`src/rtl/tuner_pkg.sv`:
```
// Shared constants, FSM state type and period tables for the period-to-note tuner.
package tuner_pkg;

  localparam int unsigned NOTE_W      = 4;
  localparam int unsigned NUM_NOTES   = 12;
  localparam int unsigned NUM_BND     = 11;
  localparam int unsigned TAB_N       = 16;
  localparam int unsigned RATIO_SCALE = 1_000_000;
  localparam int unsigned A4_HZ       = 440;

  localparam logic [NOTE_W-1:0] NOTE_A    = 4'h0;
  localparam logic [NOTE_W-1:0] NOTE_BB   = 4'h1;
  localparam logic [NOTE_W-1:0] NOTE_B    = 4'h2;
  localparam logic [NOTE_W-1:0] NOTE_C    = 4'h3;
  localparam logic [NOTE_W-1:0] NOTE_CS   = 4'h4;
  localparam logic [NOTE_W-1:0] NOTE_D    = 4'h5;
  localparam logic [NOTE_W-1:0] NOTE_EB   = 4'h6;
  localparam logic [NOTE_W-1:0] NOTE_E    = 4'h7;
  localparam logic [NOTE_W-1:0] NOTE_F    = 4'h8;
  localparam logic [NOTE_W-1:0] NOTE_FS   = 4'h9;
  localparam logic [NOTE_W-1:0] NOTE_G    = 4'hA;
  localparam logic [NOTE_W-1:0] NOTE_GS   = 4'hB;
  localparam logic [NOTE_W-1:0] NOTE_NONE = 4'hF;

  typedef enum logic [1:0] {
    ST_IDLE  = 2'd0,
    ST_NORM  = 2'd1,
    ST_CLASS = 2'd2,
    ST_DONE  = 2'd3
  } fsm_state_e;

  // 2^(k/12) scaled by RATIO_SCALE, semitone k above A
  function automatic longint unsigned semi_ratio(input int unsigned k);
    case (k)
      0:       return 64'd1000000;
      1:       return 64'd1059463;
      2:       return 64'd1122462;
      3:       return 64'd1189207;
      4:       return 64'd1259921;
      5:       return 64'd1334840;
      6:       return 64'd1414214;
      7:       return 64'd1498307;
      8:       return 64'd1587401;
      9:       return 64'd1681793;
      10:      return 64'd1781797;
      11:      return 64'd1887749;
      default: return 64'd0;
    endcase
  endfunction

  // 2^((2j-1)/24) scaled by RATIO_SCALE: j=0 is a quarter-tone below A, j>=1 sits between semitones j-1 and j
  function automatic longint unsigned quarter_ratio(input int unsigned j);
    case (j)
      0:       return 64'd971532;
      1:       return 64'd1029302;
      2:       return 64'd1090508;
      3:       return 64'd1155353;
      4:       return 64'd1224054;
      5:       return 64'd1296840;
      6:       return 64'd1373954;
      7:       return 64'd1455653;
      8:       return 64'd1542211;
      9:       return 64'd1633915;
      10:      return 64'd1731073;
      11:      return 64'd1834008;
      default: return 64'd0;
    endcase
  endfunction

  // Period in clock cycles of 440 Hz scaled up by ratio; zero ratio yields zero
  function automatic longint unsigned period_for(input longint unsigned clk_hz,
                                                 input longint unsigned ratio);
    if (ratio == 64'd0) return 64'd0;
    return (clk_hz * 64'(RATIO_SCALE)) / (64'(A4_HZ) * ratio);
  endfunction

  // Centre period of semitone k, zero outside the octave
  function automatic longint unsigned ctr_cyc(input longint unsigned clk_hz, input int unsigned k);
    if (k >= NUM_NOTES) return 64'd0;
    return period_for(clk_hz, semi_ratio(k));
  endfunction

  // Boundary between semitone k and k+1, zero past the last boundary
  function automatic longint unsigned bnd_cyc(input longint unsigned clk_hz, input int unsigned k);
    if (k >= NUM_BND) return 64'd0;
    return period_for(clk_hz, quarter_ratio(k + 1));
  endfunction

  // Upper edge of the normalisation window: a quarter-tone below A
  function automatic longint unsigned b_hi_cyc(input longint unsigned clk_hz);
    return period_for(clk_hz, quarter_ratio(0));
  endfunction

endpackage

```
`src/rtl/period_counter.sv`:
```
// Saturating period counter with glitch filter, first-edge tracking and no-signal timeout.
module period_counter
  import tuner_pkg::*;
#(
  parameter int unsigned PERIOD_W    = 20,
  parameter int unsigned TIMEOUT_CYC = 600_000,
  parameter int unsigned MIN_PERIOD  = 1_000
) (
  input  logic                clk_i,
  input  logic                reset_i,
  input  logic                edge_i,
  output logic [PERIOD_W-1:0] period_c,
  output logic                period_valid_c,
  output logic                timeout_c
);

  localparam logic [PERIOD_W-1:0] CNT_MAX = '1;

  logic [PERIOD_W-1:0] count_q, count_d;
  logic                first_q, first_d;
  logic                accept_c;

  // Edge qualification, timeout detection and next counter / first-edge values
  always_comb begin
    accept_c       = edge_i && (count_q >= PERIOD_W'(MIN_PERIOD));
    period_valid_c = accept_c && !first_q;
    // an accepted edge in the same cycle takes precedence over the timeout
    timeout_c      = (count_q == PERIOD_W'(TIMEOUT_CYC)) && !accept_c;
    period_c       = count_q;
    count_d        = count_q;
    first_d        = first_q;
    if (accept_c) begin
      count_d = PERIOD_W'(1);
    end else if (count_q != CNT_MAX) begin
      count_d = count_q + PERIOD_W'(1);
    end
    if (accept_c) begin
      first_d = 1'b0;
    end else if (timeout_c) begin
      first_d = 1'b1;
    end
  end

  // Counter and first-edge flag registers
  always_ff @(posedge clk_i) begin
    if (reset_i) begin
      count_q <= '0;
      first_q <= 1'b1;
    end else begin
      count_q <= count_d;
      first_q <= first_d;
    end
  end

endmodule

```
`src/rtl/period_to_note.sv`:
```
// Classifies the period between zero-crossing edges into a semitone with flat/sharp flags.
// Optional macro PERIOD_AVG_EN: average four captured periods before classification.
module period_to_note
  import tuner_pkg::*;
#(
  parameter int unsigned CLK_HZ      = 12_000_000,
  parameter int unsigned PERIOD_W    = 20,
  parameter int unsigned TIMEOUT_CYC = 600_000,
  parameter int unsigned MIN_PERIOD  = 1_000
) (
  input  logic              clk_i,
  input  logic              reset_i,
  input  logic              edge_i,
  output logic [NOTE_W-1:0] note_o,
  output logic              flat_o,
  output logic              sharp_o,
  output logic              valid_o
);

  localparam int unsigned K_W = 4;
  localparam logic [PERIOD_W-1:0] B_HI      = PERIOD_W'(b_hi_cyc(64'(CLK_HZ)));
  localparam logic [PERIOD_W-1:0] B_HI_HALF = B_HI >> 1;
  localparam logic [K_W-1:0]      K_LAST_BND = K_W'(NUM_BND - 1);
  localparam logic [K_W-1:0]      K_TOP      = K_W'(NUM_NOTES - 1);

  logic [PERIOD_W-1:0] period_c;
  logic                period_valid_c;
  logic                timeout_c;

  logic [PERIOD_W-1:0] ctr_tab [TAB_N];
  logic [PERIOD_W-1:0] bnd_tab [TAB_N];

  fsm_state_e          state_q, state_d;
  logic [PERIOD_W-1:0] p_q, p_d;
  logic [K_W-1:0]      k_q, k_d;
  logic [NOTE_W-1:0]   note_q, note_d;
  logic                flat_q, flat_d;
  logic                sharp_q, sharp_d;
  logic                valid_q, valid_d;

  logic                load_c;
  logic [PERIOD_W-1:0] load_p_c;

  logic [PERIOD_W-1:0] ctr_sel_c;
  logic [PERIOD_W-1:0] tol_c;
  logic [PERIOD_W:0]   hi_lim_c;
  logic [PERIOD_W-1:0] lo_lim_c;

  period_counter #(
    .PERIOD_W    (PERIOD_W),
    .TIMEOUT_CYC (TIMEOUT_CYC),
    .MIN_PERIOD  (MIN_PERIOD)
  ) u_counter (
    .clk_i          (clk_i),
    .reset_i        (reset_i),
    .edge_i         (edge_i),
    .period_c       (period_c),
    .period_valid_c (period_valid_c),
    .timeout_c      (timeout_c)
  );

  // Constant centre and boundary tables derived from CLK_HZ
  for (genvar g = 0; g < TAB_N; g++) begin : g_tab
    assign ctr_tab[g] = PERIOD_W'(ctr_cyc(64'(CLK_HZ), 32'(g)));
    assign bnd_tab[g] = PERIOD_W'(bnd_cyc(64'(CLK_HZ), 32'(g)));
  end

`ifdef PERIOD_AVG_EN
  localparam int unsigned ACC_W = PERIOD_W + 2;

  logic [ACC_W-1:0] acc_q, acc_d;
  logic [ACC_W-1:0] acc_sum_c;
  logic [1:0]       avg_cnt_q, avg_cnt_d;

  // Accumulate four periods, release their mean on the fourth
  always_comb begin
    acc_d     = acc_q;
    avg_cnt_d = avg_cnt_q;
    load_c    = 1'b0;
    acc_sum_c = acc_q + ACC_W'(period_c);
    load_p_c  = PERIOD_W'(acc_sum_c >> 2);
    if (period_valid_c && (state_q == ST_IDLE)) begin
      if (avg_cnt_q == 2'd3) begin
        load_c    = 1'b1;
        acc_d     = '0;
        avg_cnt_d = '0;
      end else begin
        acc_d     = acc_sum_c;
        avg_cnt_d = avg_cnt_q + 2'd1;
      end
    end else if (timeout_c) begin
      acc_d     = '0;
      avg_cnt_d = '0;
    end
  end

  // Accumulator registers
  always_ff @(posedge clk_i) begin
    if (reset_i) begin
      acc_q     <= '0;
      avg_cnt_q <= '0;
    end else begin
      acc_q     <= acc_d;
      avg_cnt_q <= avg_cnt_d;
    end
  end
`else
  // Every captured period goes straight to normalisation
  always_comb begin
    load_c   = period_valid_c && (state_q == ST_IDLE);
    load_p_c = period_c;
  end
`endif

  // Tuning window around the selected semitone centre
  always_comb begin
    ctr_sel_c = ctr_tab[k_q];
    tol_c     = ctr_sel_c >> 7;
    hi_lim_c  = {1'b0, ctr_sel_c} + {1'b0, tol_c};
    lo_lim_c  = ctr_sel_c - tol_c;
  end

  // Next state: octave normalisation, linear boundary search, result and timeout update
  always_comb begin
    state_d = state_q;
    p_d     = p_q;
    k_d     = k_q;
    note_d  = note_q;
    flat_d  = flat_q;
    sharp_d = sharp_q;
    valid_d = 1'b0;

    case (state_q)
      ST_IDLE: begin
        if (load_c) begin
          p_d     = load_p_c;
          state_d = ST_NORM;
        end
      end
      ST_NORM: begin
        // fold P into (B_HI/2, B_HI]; a zero period cannot be folded and is classified as-is
        if (p_q > B_HI) begin
          p_d = p_q >> 1;
        end else if ((p_q <= B_HI_HALF) && (p_q != '0)) begin
          p_d = p_q << 1;
        end else begin
          k_d     = '0;
          state_d = ST_CLASS;
        end
      end
      ST_CLASS: begin
        if (p_q > bnd_tab[k_q]) begin
          state_d = ST_DONE;
        end else if (k_q == K_LAST_BND) begin
          k_d     = K_TOP;
          state_d = ST_DONE;
        end else begin
          k_d = k_q + K_W'(1);
        end
      end
      ST_DONE: begin
        note_d  = NOTE_W'(k_q);
        flat_d  = {1'b0, p_q} > hi_lim_c;
        sharp_d = p_q < lo_lim_c;
        valid_d = 1'b1;
        state_d = ST_IDLE;
      end
      default: begin
        state_d = ST_IDLE;
      end
    endcase

    if (timeout_c && (state_q != ST_DONE)) begin
      note_d  = NOTE_NONE;
      flat_d  = 1'b0;
      sharp_d = 1'b0;
      valid_d = 1'b1;
    end
  end

  // FSM, datapath and output registers
  always_ff @(posedge clk_i) begin
    if (reset_i) begin
      state_q <= ST_IDLE;
      p_q     <= '0;
      k_q     <= '0;
      note_q  <= NOTE_NONE;
      flat_q  <= 1'b0;
      sharp_q <= 1'b0;
      valid_q <= 1'b0;
    end else begin
      state_q <= state_d;
      p_q     <= p_d;
      k_q     <= k_d;
      note_q  <= note_d;
      flat_q  <= flat_d;
      sharp_q <= sharp_d;
      valid_q <= valid_d;
    end
  end

  assign note_o  = note_q;
  assign flat_o  = flat_q;
  assign sharp_o = sharp_q;
  assign valid_o = valid_q;

endmodule

```
`config.mk`:
```
export PLATFORM = sky130hd
export DESIGN_NAME = period_to_note
export DESIGN_NICKNAME = d
export VERILOG_FILES = /design/src/rtl/tuner_pkg.sv /design/src/rtl/period_counter.sv /design/src/rtl/period_to_note.sv
export SDC_FILE = /design/constraint.sdc
export NUM_CORES = 1
export LEC_CHECK = 0
export ABC_AREA = 1
export CAP_MARGIN = 40
export CORE_ASPECT_RATIO = 1.2
export CORE_MARGIN = 1
export CORE_UTILIZATION = 58
export CTS_CLUSTER_DIAMETER = 200
export DETAILED_ROUTE_END_ITERATION = 8
export GPL_TIMING_DRIVEN = 0
export HOLD_SLACK_MARGIN = 0.1
export PLACE_DENSITY = 0.78
export REMOVE_ABC_BUFFERS = 1
export SYNTH_ARGS = -nofsm -noshare
export SYNTH_HDL_FRONTEND = slang
export SYNTH_SLANG_ARGS = --single-unit
```
`constraint.sdc`:
```
create_clock -name clk_i -period 3.86 [get_ports clk_i]
set_clock_uncertainty 0.2 [all_clocks]
set_input_delay 0.772 -clock clk_i [delete_from_list [all_inputs] [get_ports clk_i]]
set_output_delay 0.772 -clock clk_i [all_outputs]
set_load 0.05 [all_outputs]
```
==> metrics.cfg <==
[timing]
slew_viol_final=0
hold_violations=0
relSlewSlack=0.571
setup_viol=2
worst-slew-pin-transition_ps=637
fin_crit_ps=4140
period_share=1.07
rsz0062_at_grt=yes
max_freq_mhz=241
setup_ws_ps=-282

[layout]
fillerInstances=810
n_antenna_cell=0
drive_above_1_share=0.190
syn2layout_area_growth_pct=21.5
final_common_cell=nand2_1
mostFrequentLayoutCells=214 x nand2_1, 115 x nor2_1, 99 x inv_1, 78 x nand3_1, 68 x ha_1
design_area_um2=7230
regArea_um2=1100
fin_nets=1082
multiInputGateArea_um2=4740

[routing]
routed_wl_mm=19.2
first_iter_violations=676
drtAntennaViolNets=0
wl_per_cell_um=17.1
first_pass_iters=5
drc=0
vias_per_cell=5.87
vias=6589

[synth]
syn_area_um2=5950
ys_ff_latch=54
ys_types=47
ys_seq_area_frac=0.182
synth_warnings=0
syn_avg_cell_area_um2=6.28
synthCells=948

[setup_path]
crit_family=compound AO/OA/AOI/OAI gates
crit_type=reg2reg
arrival_ps=4180
reg2reg_from=k_q[1]
slowest_stage=dfxtp_4
end_kind=register
path_cells=inv_8, ha_4, nand2_4, nand2_4, a21oi_4, inv_4, ha_4, clkinvlp_4, buf_4, a21oi_2, o21ai_2, buf_4, xor2_1, ha_1, a21oi_1, nor2_1, nor3b_2, o21bai_2, nand2_1, nand4_1, a21oi_2
crit_start=k_q[1]
slowest_delay_ps=430
cp_num_buf_inv=5
critPathRequiredTime_ps=3890
start_kind=register
cp_max_fo=6

[cts]
cts_tree=done
path_clk_slew_ps=70
clock_latency_ps=300
ctsLongestPathBuffers=2
cts.hold.buffers_added=0
h-tree-depth=2
cts.sink_count=54
cts_buffers=5
cts_root_buf=clkbuf_16

[job]
drv_cap=0

[power_and_ir_drop]
p_int_w=0.00265
clkPwrFrac=0.107
power.density_nw_per_um2=765
p_sw_w=0.00288
power_frac_comb=0.749
power.leakage_nw=3.49
netSwitchingFraction=0.521
p_seq_frac=0.144
vdd_drop_max_mv=0.459

[floorplan]
die_h_um=113
die_w_um=94.5
core_area_um2=10000
rows=40
initial_core_util=0.594
pin_count=10
dieArea_um2=10700

[global_routing]
grtUsageTotal=0.324
overflow=0
antenna_found_initial=0
grt_pass1_vias=5784
grt_pass1_wl_mm=27.3
grt_max_degree=34

[placed_design]
dpl.hpwl_mm=12.6
placed_cell_area_um2=6120
port_buffers=9
place_ws_ps=-951
gp_congestion=0.949

[run_status]
status=finished, violations left
violations=setup timing

[min_path]
min_from=flat_o
hold_class=reg2reg

[worst min-delay path, cell delays in order (launching register included)]
cell	delay [ps]
dfxtp_1	310
nand2_1	70
a21oi_2	50
[metrics by stage]
step / hold slack [ps] / power [W] / setup TNS, ps / util / instances
global route: 297 / 0.00594 / -795 / 0.722 / 1123
global placement: 257 / 0.00370 / -1780 / 0.607 / 1060
floorplan: 251 / 0.00305 / 0 / - / 925
detailed placement: 258 / 0.00377 / -1850 / 0.611 / 1062
finish: 274 / 0.00553 / -447 / 0.722 / 1123
CTS: 268 / 0.00474 / 0 / 0.671 / 1089
[registers in the layout, summed over array words and instances (netlist names)]
register / cells
sharp_o: 1
u_counter.period_c: 20
valid_o: 1
flat_o: 1
state_q: 2
p_q: 20
k_q: 4
note_o: 4
u_counter.first_q: 1
[power groups by stage]
stage               logic (W)  registers [W]  clock network, W
global route          0.00451       0.000808          0.000615
detailed placement    0.00297       0.000804                 0
CTS                   0.00336       0.000789          0.000593
floorplan             0.00228       0.000773                 0
global placement      0.00290       0.000804                 0
finish                0.00414       0.000799          0.000591
[synth_stat cells, drive strengths merged]
| cell type | instances | share of area |
|---|---|---|
| dfxtp | 54 | 0.18 |
| nor3 | 18 | 0.018 |
| a21boi | 1 | 0.0013 |
| buf | 11 | 0.013 |
| o22a | 1 | 0.0015 |
| o22ai | 1 | 0.0011 |
| a211oi | 1 | 0.0013 |
| nor4 | 4 | 0.0042 |
| inv | 123 | 0.078 |
| a21oi | 63 | 0.059 |
| clkinv | 2 | 0.0013 |
| nand3b | 3 | 0.0038 |
| ha | 81 | 0.17 |
| a31oi | 11 | 0.014 |
| nor2 | 130 | 0.086 |
| nand2 | 230 | 0.15 |
| xor2 | 25 | 0.037 |
| nand4 | 23 | 0.024 |
| xnor2 | 1 | 0.0015 |
| nand3 | 90 | 0.080 |
| o211ai | 8 | 0.010 |
| o221ai | 1 | 0.0015 |
| o21ai | 38 | 0.032 |
| nor3b | 1 | 0.0013 |
| a21o | 1 | 0.0013 |
| clkbuf | 12 | 0.0078 |
| o21bai | 4 | 0.0050 |
| or2 | 8 | 0.0084 |
| fa | 2 | 0.0067 |
[final timing paths]
kind	endpoint	slack [ps]	depth (start not counted)
max	sharp_o	-280	21
min	flat_o	270	2
max reg2reg	sharp_o	-280	21
min reg2reg	flat_o	270	2
[kinds of logic (layout without fill, tap and decap cells)]
group,count (synthesis),after routing,synth area share
buf+inv,148,197,0.100
simple gates,507,507,0.375
fa+ha+maj,83,83,0.177
compound gates,130,130,0.128
xor+xnor,26,26,0.0383
flops,54,54,0.182
[layout make-up]
| cell class | instances | area share |
|---|---|---|
| Clock buffer | 5 | 0.0173 |
| Clock inverter | 3 | 0.00952 |
| Inverter | 125 | 0.0690 |
| Multi-Input combinational cell | 746 | 0.655 |
| Sequential cell | 54 | 0.152 |
| Tap cell | 126 | 0.0218 |
| Timing Repair Buffer | 64 | 0.0756 |
[per-layer routing]
metal	GRT usage	vias up	share of wire
li1	-	3213	-
met1	0.370	2941	0.39
met2	0.571	328	0.49
met3	0.0410	107	0.065
met4	0.191	0	0.064
met5	0	-	0
[repair_timing]
action | CTS | global route
pin swaps | 20 | 48
resized for setup | 69 | 69
endpoints found under the setup margin | 6 | 2
setup buffers | 19 | 34
(Power assumes the default switching activity.)
